### config.mk
export PLATFORM = sky130hd
export DESIGN_NAME = inst_fetch_apb_flat
export DESIGN_NICKNAME = d
export VERILOG_FILES = /design/src/rtl/inst_fetch_apb_pkg.sv /design/src/rtl/inst_fetch_apb_if.sv /design/src/rtl/inst_fetch_apb.sv /design/src/flat_wrapper.sv
export SDC_FILE = /design/constraint.sdc
export NUM_CORES = 1
export LEC_CHECK = 0
export CORE_MARGIN = 2
export CORE_UTILIZATION = 47
export CTS_CLUSTER_DIAMETER = 100
export CTS_CLUSTER_SIZE = 25
export DETAILED_ROUTE_END_ITERATION = 8
export PLACE_DENSITY = 0.79
export SLEW_MARGIN = 20
export SYNTH_ARGS = -nofsm -noshare
export SYNTH_HDL_FRONTEND = slang
export SYNTH_SLANG_ARGS = --single-unit
### constraint.sdc
create_clock -name clk -period 2.6 [get_ports clk]
set_input_delay 0.52 -clock clk [delete_from_list [all_inputs] [get_ports clk]]
set_output_delay 0.52 -clock clk [all_outputs]
set_load 0.02 [all_outputs]
### src/rtl/inst_fetch_apb_pkg.sv
// Shared types and constants for the NanoQuarter instruction fetch unit.
package nq_fetch_pkg;

    typedef enum logic [1:0] {
        IDLE,
        SETUP,
        ACCESS,
        HOLD
    } fetch_state_e;

    localparam int NQ_INST_W  = 16;
    localparam int NQ_WORD_W  = 32;
    localparam int NQ_PC_STEP = 4;

endpackage

### src/rtl/inst_fetch_apb_if.sv
// APB read-side bus between the fetch unit (master) and instruction memory (slave).
interface inst_fetch_apb_if;
    import nq_fetch_pkg::*;

    logic [NQ_WORD_W-1:0] paddr;
    logic                 psel;
    logic                 penable;
    logic                 pwrite;
    logic [NQ_WORD_W-1:0] prdata;
    logic                 pready;
    logic                 pslverr;

    modport master (
        output paddr, psel, penable, pwrite,
        input  prdata, pready, pslverr
    );

    modport slave (
        input  paddr, psel, penable, pwrite,
        output prdata, pready, pslverr
    );

endinterface

### src/rtl/inst_fetch_apb.sv
// APB fetch master: one 32-bit word per transfer, delivered to the prefetch buffer
// as two 16-bit instructions with a one-cycle write strobe. Handles redirect and stall.
module inst_fetch_apb
    import nq_fetch_pkg::*;
#(
    parameter logic [NQ_WORD_W-1:0] RESET_PC = 32'h0000_0000
) (
    input  logic                 clk,
    input  logic                 rst,
    inst_fetch_apb_if.master     apb,
    input  logic                 stall_flg,
    input  logic                 branch_en,
    input  logic [NQ_WORD_W-1:0] branch_pc,
    output logic [NQ_INST_W-1:0] inst1,
    output logic [NQ_INST_W-1:0] inst2,
    output logic [NQ_WORD_W-1:0] PC_out,
    output logic                 write,
    output logic                 fetch_err
);

    fetch_state_e         state, state_n;
    logic [NQ_WORD_W-1:0] pc, pc_n;
    logic [NQ_WORD_W-1:0] br_tgt, tgt_n;
    logic                 br_pend, pend_n;
    logic                 load, write_n, err_n;

    // pc only moves when a transfer finishes or a redirect lands, so it doubles as paddr
    assign apb.paddr   = pc;
    assign apb.psel    = (state == SETUP) || (state == ACCESS);
    assign apb.penable = (state == ACCESS);
    assign apb.pwrite  = 1'b0;

    always_comb begin
        state_n = state;
        pc_n    = pc;
        load    = 1'b0;
        write_n = 1'b0;
        err_n   = 1'b0;
        tgt_n   = branch_en ? {branch_pc[NQ_WORD_W-1:2], 2'b00} : br_tgt;
        pend_n  = br_pend | branch_en;
        case (state)
            IDLE: begin
                // no transfer in flight: a redirect lands immediately
                if (branch_en)       pc_n    = tgt_n;
                else if (!stall_flg) state_n = SETUP;
            end
            SETUP: state_n = ACCESS;
            ACCESS: begin
                if (apb.pready) begin
                    if (apb.pslverr) begin
                        err_n   = 1'b1;
                        state_n = IDLE;
                    end else if (br_pend || branch_en) begin
                        pc_n    = tgt_n;
                        state_n = IDLE;
                    end else begin
                        load = 1'b1;
                        pc_n = pc + NQ_WORD_W'(NQ_PC_STEP);
                        if (!stall_flg) begin
                            write_n = 1'b1;
                            state_n = SETUP;
                        end else begin
                            state_n = HOLD;
                        end
                    end
                end
            end
            HOLD: begin
                if (branch_en) begin
                    pc_n    = tgt_n;
                    state_n = IDLE;
                end else if (!stall_flg) begin
                    write_n = 1'b1;
                    state_n = SETUP;
                end
            end
            default: state_n = IDLE;
        endcase
        if (state_n == IDLE) pend_n = 1'b0;
    end

    always_ff @(posedge clk) begin
        if (rst) begin
            state     <= IDLE;
            pc        <= RESET_PC;
            br_tgt    <= '0;
            br_pend   <= 1'b0;
            inst1     <= '0;
            inst2     <= '0;
            PC_out    <= '0;
            write     <= 1'b0;
            fetch_err <= 1'b0;
        end else begin
            state     <= state_n;
            pc        <= pc_n;
            br_tgt    <= tgt_n;
            br_pend   <= pend_n;
            write     <= write_n;
            fetch_err <= err_n;
            if (load) begin
                inst1  <= apb.prdata[NQ_INST_W-1:0];
                inst2  <= apb.prdata[NQ_WORD_W-1:NQ_INST_W];
                PC_out <= pc;
            end
        end
    end

endmodule

### src/flat_wrapper.sv
// flat-port wrapper written by rule: the top's interface ports become plain ports
module inst_fetch_apb_flat import nq_fetch_pkg::*;
#(
    parameter logic [NQ_WORD_W-1:0] RESET_PC = 32'h0000_0000
)
  (clk, rst, stall_flg, branch_en, branch_pc, inst1, inst2, PC_out, write, fetch_err, apb_paddr, apb_psel, apb_penable, apb_pwrite, apb_prdata, apb_pready, apb_pslverr);
  inst_fetch_apb_if apb_i ();
  input  logic clk;
  input  logic rst;
  input  logic stall_flg;
  input  logic branch_en;
  input  logic [NQ_WORD_W-1:0] branch_pc;
  output logic [NQ_INST_W-1:0] inst1;
  output logic [NQ_INST_W-1:0] inst2;
  output logic [NQ_WORD_W-1:0] PC_out;
  output logic write;
  output logic fetch_err;
  output wire logic [$bits(apb_i.paddr)-1:0] apb_paddr;
  output wire logic [$bits(apb_i.psel)-1:0] apb_psel;
  output wire logic [$bits(apb_i.penable)-1:0] apb_penable;
  output wire logic [$bits(apb_i.pwrite)-1:0] apb_pwrite;
  input wire logic [$bits(apb_i.prdata)-1:0] apb_prdata;
  input wire logic [$bits(apb_i.pready)-1:0] apb_pready;
  input wire logic [$bits(apb_i.pslverr)-1:0] apb_pslverr;
  assign apb_paddr = apb_i.paddr;
  assign apb_psel = apb_i.psel;
  assign apb_penable = apb_i.penable;
  assign apb_pwrite = apb_i.pwrite;
  assign apb_i.prdata = apb_prdata;
  assign apb_i.pready = apb_pready;
  assign apb_i.pslverr = apb_pslverr;
  inst_fetch_apb #(.RESET_PC(RESET_PC)) u_core (.clk(clk), .rst(rst), .apb(apb_i), .stall_flg(stall_flg), .branch_en(branch_en), .branch_pc(branch_pc), .inst1(inst1), .inst2(inst2), .PC_out(PC_out), .write(write), .fetch_err(fetch_err));
endmodule
==> impl_results.md, run 1 <==
- Sequential cell area fraction in the yosys report: 0.462
- Power per Cell Area: 914 nW/um2
- Vias in the first global route: approximately 5,200
- VDD IR max: around 0.5 mV
- DRC violations left: 0
- Setup Viol. Count Final: 0
- Dpl hpwl: around 11,000 um
- CTS tree: yes
- Grt ovf: 0
- Setup TNS: 0 ps
- Worst-path clk slew: 60 ps
- Worst Tran Pin Value: around 540 ps
- Vias per cell: between 5 and 6
- Mux share of post-synthesis cell area: 0.0612
- Die height: around 110 um
- WL final: approximately 16,000 um
- Clock sinks: roughly 130
- Cell Area, Synth: just under 6000 um2
- Final Hold Fails: 0
- Clk buf depth: 2
- Final net count: 926
- Tot GR Track Use: 0.243
- Die outline width: between 100 and 150 um
- Peak fanout along the critical path: 9
- Switching Share: 0.348
- Syn Nets: ~780
- Initial antenna violation count: 0
- Post-synthesis async set-or-reset flop share: 0
- Worst Setup End Kind: primary output
- Via count: 5,679
- Rel. slew slack: 0.640
- Pre-antenna DRT Iters: 7
- Syn Area/Cell: 8.21 um2
- Number of max-cap violations: 0
- CP Class: reg -> out
- Simple-gate share of the synthesized area: 0.239
- Die area: ~13,000 um2
- Compound-cell area share of the yosys netlist: 0.176
- WHS: 450 ps
- #FFs+latches synth: around 130
- Fmax: approximately 410 MHz
- Pin count of the biggest net entering global routing: 65
- Synth area leader: dfxtp_1
- Placed cell count: between 900 and 1,000
- Fin crit period: approximately 2400 ps
- Net Switching: ~2600 uW
- Initial DRC count: 438
- Cell Rows: 40
- Ys flop type: dfxtp_1
- Worst-Skew Late Latency: 410 ps
- Ys Warns: 0
- Required @ worst endpoint: roughly 2100 ps
- Fill cells: roughly 960
- First-pass GRT wire length: 25,400 um
- Yosys top cell area share: 0.462
- Combinational Power Share: 0.325
- Startpoint types: flop
- H-tree Lvls: 4
- CTS Buf Count: 17
- Top cells by count, synth: nand2_1, dfxtp_1, a21oi_1
- Post-CTS resize count: 0
- Synth top area cells: dfxtp_1, nand2_1, a21oi_1
- Total Power: between 7000 and 8000 uW
- Placer's final routability congestion estimate: ~0.85
- Filler-free cell count of the finished design: roughly 1,000
- Max incr delay on CP: between 600 and 700 ps
- Internal: roughly 5000 uW
- Area Overhead vs Synth: 41.3%
- Synth Area in XOR/XNOR: 0
- EDFF count, synth: 0
- Core area: about 12,000 um2
- Clock root cell: clkbuf_16
- Layout cell share with drive strength beyond 1: 0.0799
- Min-delay worst type: reg -> reg
- Arrival time at the worst endpoint: between 1500 and 2000 ps
- WL per Instance: 16.0 um
- RSZ-0062 raised after global routing: no
- Final core occ: 0.678
- Initial core utilization: 0.480
- Leak: about 0.0029 uW
- ANT cells: 0
- Post-Syn Instances: ~700
- # IOs: 171
- Buffers on Ports: roughly 170
- Skew final: 4.54 ps
- Power share of the clock group: 0.319
- Crit path cell chain: inv_1 -> ha_1 -> clkdlybuf4s50_1
- Buffers & Inverters on Critical Path: 2
- Register share of total power: 0.356
- Setup bufs post-CTS: 0
- Main combinational cell family by area after synthesis: simple AND/OR/NAND/NOR gates
- Number of max-slew violations in the final report: 0
- CP top delay family: buffers and inverters
- CTS Hold Bufs: 0
- Period utilization: 0.941
- Outcome: finished clean
- Adder-Cell Fraction of Synth Area: 0.0109
- Post-synthesis cell type count: around 60
- Final ANT Viol Nets: 0
- Slowest CP cell: clkdlybuf4s50_1
- Cell with the most instances after synthesis: nand2_1
-- per-stage QoR --
step	cell area [um2]	setup slack [ps]
6_report	8140	155
5_1_grt	8140	31.2
4_1_cts	8140	50.9
3_5_place_dp	7540	128
3_3_place_gp	7540	154
2_1_floorplan	5760	469
-- worst paths after layout --
kind / cells past startpoint / slack (ps) / endpoint / start
setup / recovery: 3 / 150 / apb_penable / u_core.state[0]$_SDFF_PP0_
hold / removal: 2 / 450 / u_core.PC_out[6]$_SDFFE_PP0P_ / u_core.PC_out[6]$_SDFFE_PP0P_
setup reg to reg: 7 / 200 / u_core.apb.paddr[11]$_SDFFE_PP0P_ / u_core.state[0]$_SDFF_PP0_
hold reg to reg: 2 / 450 / u_core.PC_out[6]$_SDFFE_PP0P_ / u_core.PC_out[6]$_SDFFE_PP0P_
-- sequential cells by signal (all words and copies together), names as in the netlist --
name and count:
u_core.PC_out 32, u_core.apb.paddr 32, u_core.br_tgt 32, u_core.inst1 16
u_core.inst2 16, u_core.state 2, u_core.br_pend 1, u_core.fetch_err 1
u_core.write 1
-- power groups by stage --
stage	clock (uW)	combinational (uW)	sequential, uW
after floorplan	0	1230	2810
after global routing	2510	2600	2690
after global placement	0	2320	2670
after CTS	2410	2410	2640
final	2370	2420	2650
after detailed placement	0	2380	2680
-- tightest hold or removal path, stage by stage (launching register included) --
cell,delay (ps)
dfxtp_1,300
nand2_1,50
a21oi_1,50
-- metal layers --
| metal | wire (um) | track usage | up-vias |
|---|---|---|---|
| met5 | 0 | 0 | - |
| met4 | 277 | 0.0980 | 0 |
| met3 | 1230 | 0.0585 | 28 |
| met2 | 7640 | 0.396 | 260 |
| met1 | 7000 | 0.311 | 2644 |
| li1 | - | - | 2747 |
-- cell usage in the layout, fill, tap and decap left out, drive strengths merged, types with 4 or more instances in the layout --
cell type      synthesis  final
a21oi                 97     97
nand3b                 4      4
nor2                  50     50
and2                   5      5
mux2i                 33     33
nor4                   8      8
o21ai                 21     21
o22ai                  6      6
nor3                  12     12
and4                   6      6
dfxtp                133    133
and3                   5      5
buf                   36     23
nand4                 12     12
clkbuf                22     25
nand2b                 7      7
inv                    7      7
nand2                154    154
ha                     5      5
a211oi                 7      7
a21o                   4      4
a31oi                  8      8
clkdlybuf4s50          0    164
nand3                 14     14
nor3b                  5      5
-- final cells by class --
type	count	area [um2]	area share
Multi-Input combinational cell	504	2820	0.346
Clock buffer	25	505	0.0621
Sequential cell	133	2660	0.327
Tap cell	147	184	0.0226
Inverter	7	26.3	0.00323
Clock inverter	7	93.8	0.0115
Timing Repair Buffer	188	1850	0.227
-- cell families (layout without fill, tap and decap cells) --
family,Yosys count,in the layout
adders and majority gates,5,5
DFF,133,133
buffers and inverters,65,227
and+or+nand+nor,291,291
AOI/OAI and AO/OA,172,172
other,1,1
muxes,35,35
No activity file was read; power rests on OpenSTA's default activity.
==> inputs of run 2 (changes only) <==
- CELL_PAD_IN_SITES_DETAIL_PLACEMENT: not set -> 1
- CELL_PAD_IN_SITES_GLOBAL_PLACEMENT: not set -> 1
- CORE_UTILIZATION: 47 -> 34
- SKIP_CTS_REPAIR_TIMING: not set -> 1
==> run 2 against run 1 <==
  * Non-clock buffer count rose by 4
  * First-iteration DRC count fell by 38%
  * Maximum frequency fell by 3.0%
  * Clock skew rose by 1.4 ps
  * Die area rose by 37%
  * Routed wire length rose by 17%
  * Global-route usage fell by 3.3 points
==> impl_results.md, run 2 (synthesis results as in run 1) <==
- Dpl hpwl: 13,500 um (was 11,400 um)
- Clock root cell: clkbuf_16 (unchanged)
- Pre-antenna DRT Iters: 6 (was 7)
- Vias in the first global route: 5,851 (was 5,201)
- Setup TNS: 0 ps (unchanged)
- Min-delay worst type: reg -> reg (unchanged)
- Peak fanout along the critical path: 6 (was 9)
- Buffers on Ports: 167 (unchanged)
- Placer's final routability congestion estimate: 0.827 (was 0.850)
- Clk buf depth: 2 (unchanged)
- Setup Viol. Count Final: 0 (unchanged)
- Outcome: finished clean (unchanged)
- Grt ovf: 0 (unchanged)
- Fill cells: 1,954 (was 963)
- Worst Tran Pin Value: 554 ps (was 541 ps)
- Worst-Skew Late Latency: 420 ps (was 410 ps)
- DRC violations left: 0 (unchanged)
- Met3 Use GR: 0.0503 (was 0.0585)
- Final ANT Viol Nets: 0 (unchanged)
- Slowest CP cell: clkdlybuf4s50_1 (unchanged)
- CTS tree: yes (unchanged)
- Initial DRC count: 272 (was 438)
- Pin count of the biggest net entering global routing: 66 (was 65)
- Crit path cell chain: inv_1 -> ha_1 -> buf_4 -> clkdlybuf4s50_1 (was inv_1 -> ha_1 -> clkdlybuf4s50_1)
- Via count: 5,670 (was 5,679)
- Die area: 18,000 um2 (was 13,200 um2)
- Tot GR Track Use: 0.210 (was 0.243)
- Skew final: 5.90 ps (was 4.54 ps)
- Met1 usage: 0.261 (was 0.311)
- Required @ worst endpoint: 2080 ps (about the same)
- Die height: 134 um (was 115 um)
- Number of max-slew violations in the final report: 0 (unchanged)
- ANT cells: 0 (unchanged)
- WL final: 18,900 um (was 16,100 um)
- Worst Setup End Kind: primary output (unchanged)
- Final net count: 930 (was 926)
- Rel. slew slack: 0.631 (was 0.640)
- Area Overhead vs Synth: 43.8% (was 41.3%)
- Fin crit period: 2520 ps (was 2450 ps)
- Filler-free cell count of the finished design: 1,088 (was 1,011)
- Global route hottest layer: met2 (unchanged)
- CP Class: reg -> out (unchanged)
- # IOs: 171 (unchanged)
- Max incr delay on CP: 610 ps (was 670 ps)
- Initial antenna violation count: 0 (unchanged)
- VDD IR max: 0.481 mV (was 0.501 mV)
- GR Util met2: 0.357 (was 0.396)
- Final Hold Fails: 0 (unchanged)
- Worst-path clk slew: 60 ps (about the same)
- Initial core utilization: 0.348 (was 0.480)
- Cell Rows: 47 (was 40)
- First-pass GRT wire length: 30,300 um (was 25,400 um)
- Most common cell after layout, fill and taps aside: clkdlybuf4s50_1 (unchanged)
- Fmax: 397 MHz (was 409 MHz)
- Layout cell share with drive strength beyond 1: 0.0864 (was 0.0799)
- WL per Instance: 17.4 um (was 16.0 um)
- Die outline width: 134 um (was 115 um)
- Commonest non-fill, non-tap cells in the layout: clkdlybuf4s50_1, nand2_1, dfxtp_1, a21oi_1, nor2_1 (unchanged)
- Period utilization: 0.970 (was 0.941)
- Startpoint types: flop (unchanged)
- Number of max-cap violations: 0 (unchanged)
- Arrival time at the worst endpoint: 2000 ps (was 1930 ps)
- H-tree Lvls: 4 (unchanged)
- Clock sinks: 133 (unchanged)
- Power per Cell Area: 928 nW/um2 (was 914 nW/um2)
- Leak: 0.00297 uW (was 0.00295 uW)
- CP top delay family: buffers and inverters (unchanged)
- RSZ-0062 raised after global routing: no (unchanged)
- Buffers & Inverters on Critical Path: 3 (was 2)
- CTS Buf Count: 17 (unchanged)
- Placed cell count: 1,056 (was 979)
- Core area: 16,600 um2 (was 12,000 um2)
- Vias per cell: 5.21 (was 5.62)
run 2: cell count changes in the layout (fill, tap and decap cells not counted):
cell / delta
bufinv_16: +1
ha_2: +1
clkbuf_1: -1
clkdlybuf4s50_1: +1
clkinv_2: +2
buf_4: +2
ha_1: -1
clkbuf_8: -4
inv_6: +1
clkinvlp_4: -2
clkinv_4: +3
buf_12: +2
dlymetal6s2s_1: -1
run 2: cell type report:
| class | count | area (um2) | area share |
|---|---|---|---|
| clock buffer | 20 | 447 | 0.0539 |
| clock inverter | 12 | 154 | 0.0186 |
| inverter | 7 | 26.3 | 0.00317 |
| multi-input combinational | 504 | 2820 | 0.340 |
| sequential | 133 | 2660 | 0.321 |
| tap | 220 | 275 | 0.0332 |
| timing repair buffer | 192 | 1900 | 0.229 |
run 2: per-stage QoR:
step           setup slack [ps]  hold slack, ps  power (uW)  utilization  instance area, um2
2_1_floorplan               469             450        4040            -                5760
3_3_place_gp                219             442        5150        0.463                7680
3_5_place_dp                155             448        5260        0.463                7680
4_1_cts                    53.3             457        7760        0.500                8290
5_1_grt                    1.23             474        8090        0.500                8290
6_report                   78.4             454        7690        0.500                8290
run 2: worst register-to-register path, cell delays in order (launching register included):
cell and delay, ps:
dfxtp_1 400, inv_1 120, ha_1 320, buf_4 160, o21bai_1 240, a21o_1 290
nor2_1 90, buf_4 200, a2111oi_0 370
run 2: power breakdown:
part | switching (uW) | internal (uW) | leakage (uW)
sequential | 345 | 2290 | 0.00108
combinational | 1480 | 1120 | 0.00159
clock | 921 | 1530 | 0.000298
run 2: final timing paths:
check	cells past startpoint	end	slack, ps	start
worst max register to register	8	u_core.apb.paddr[16]$_SDFFE_PP0P_	310	u_core.state[0]$_SDFF_PP0_
worst max-delay path	4	apb_psel	80	u_core.state[0]$_SDFF_PP0_
worst min-delay path	2	u_core.PC_out[15]$_SDFFE_PP0P_	450	u_core.PC_out[15]$_SDFFE_PP0P_
worst min register to register	2	u_core.PC_out[15]$_SDFFE_PP0P_	450	u_core.PC_out[15]$_SDFFE_PP0P_
run 2: metal layers:
layer,routed length (um),share of wire,vias up
met5,0,0,-
met4,286,0.015,0
met3,1110,0.059,24
met2,9150,0.48,166
met1,8360,0.44,2731
li1,-,-,2749
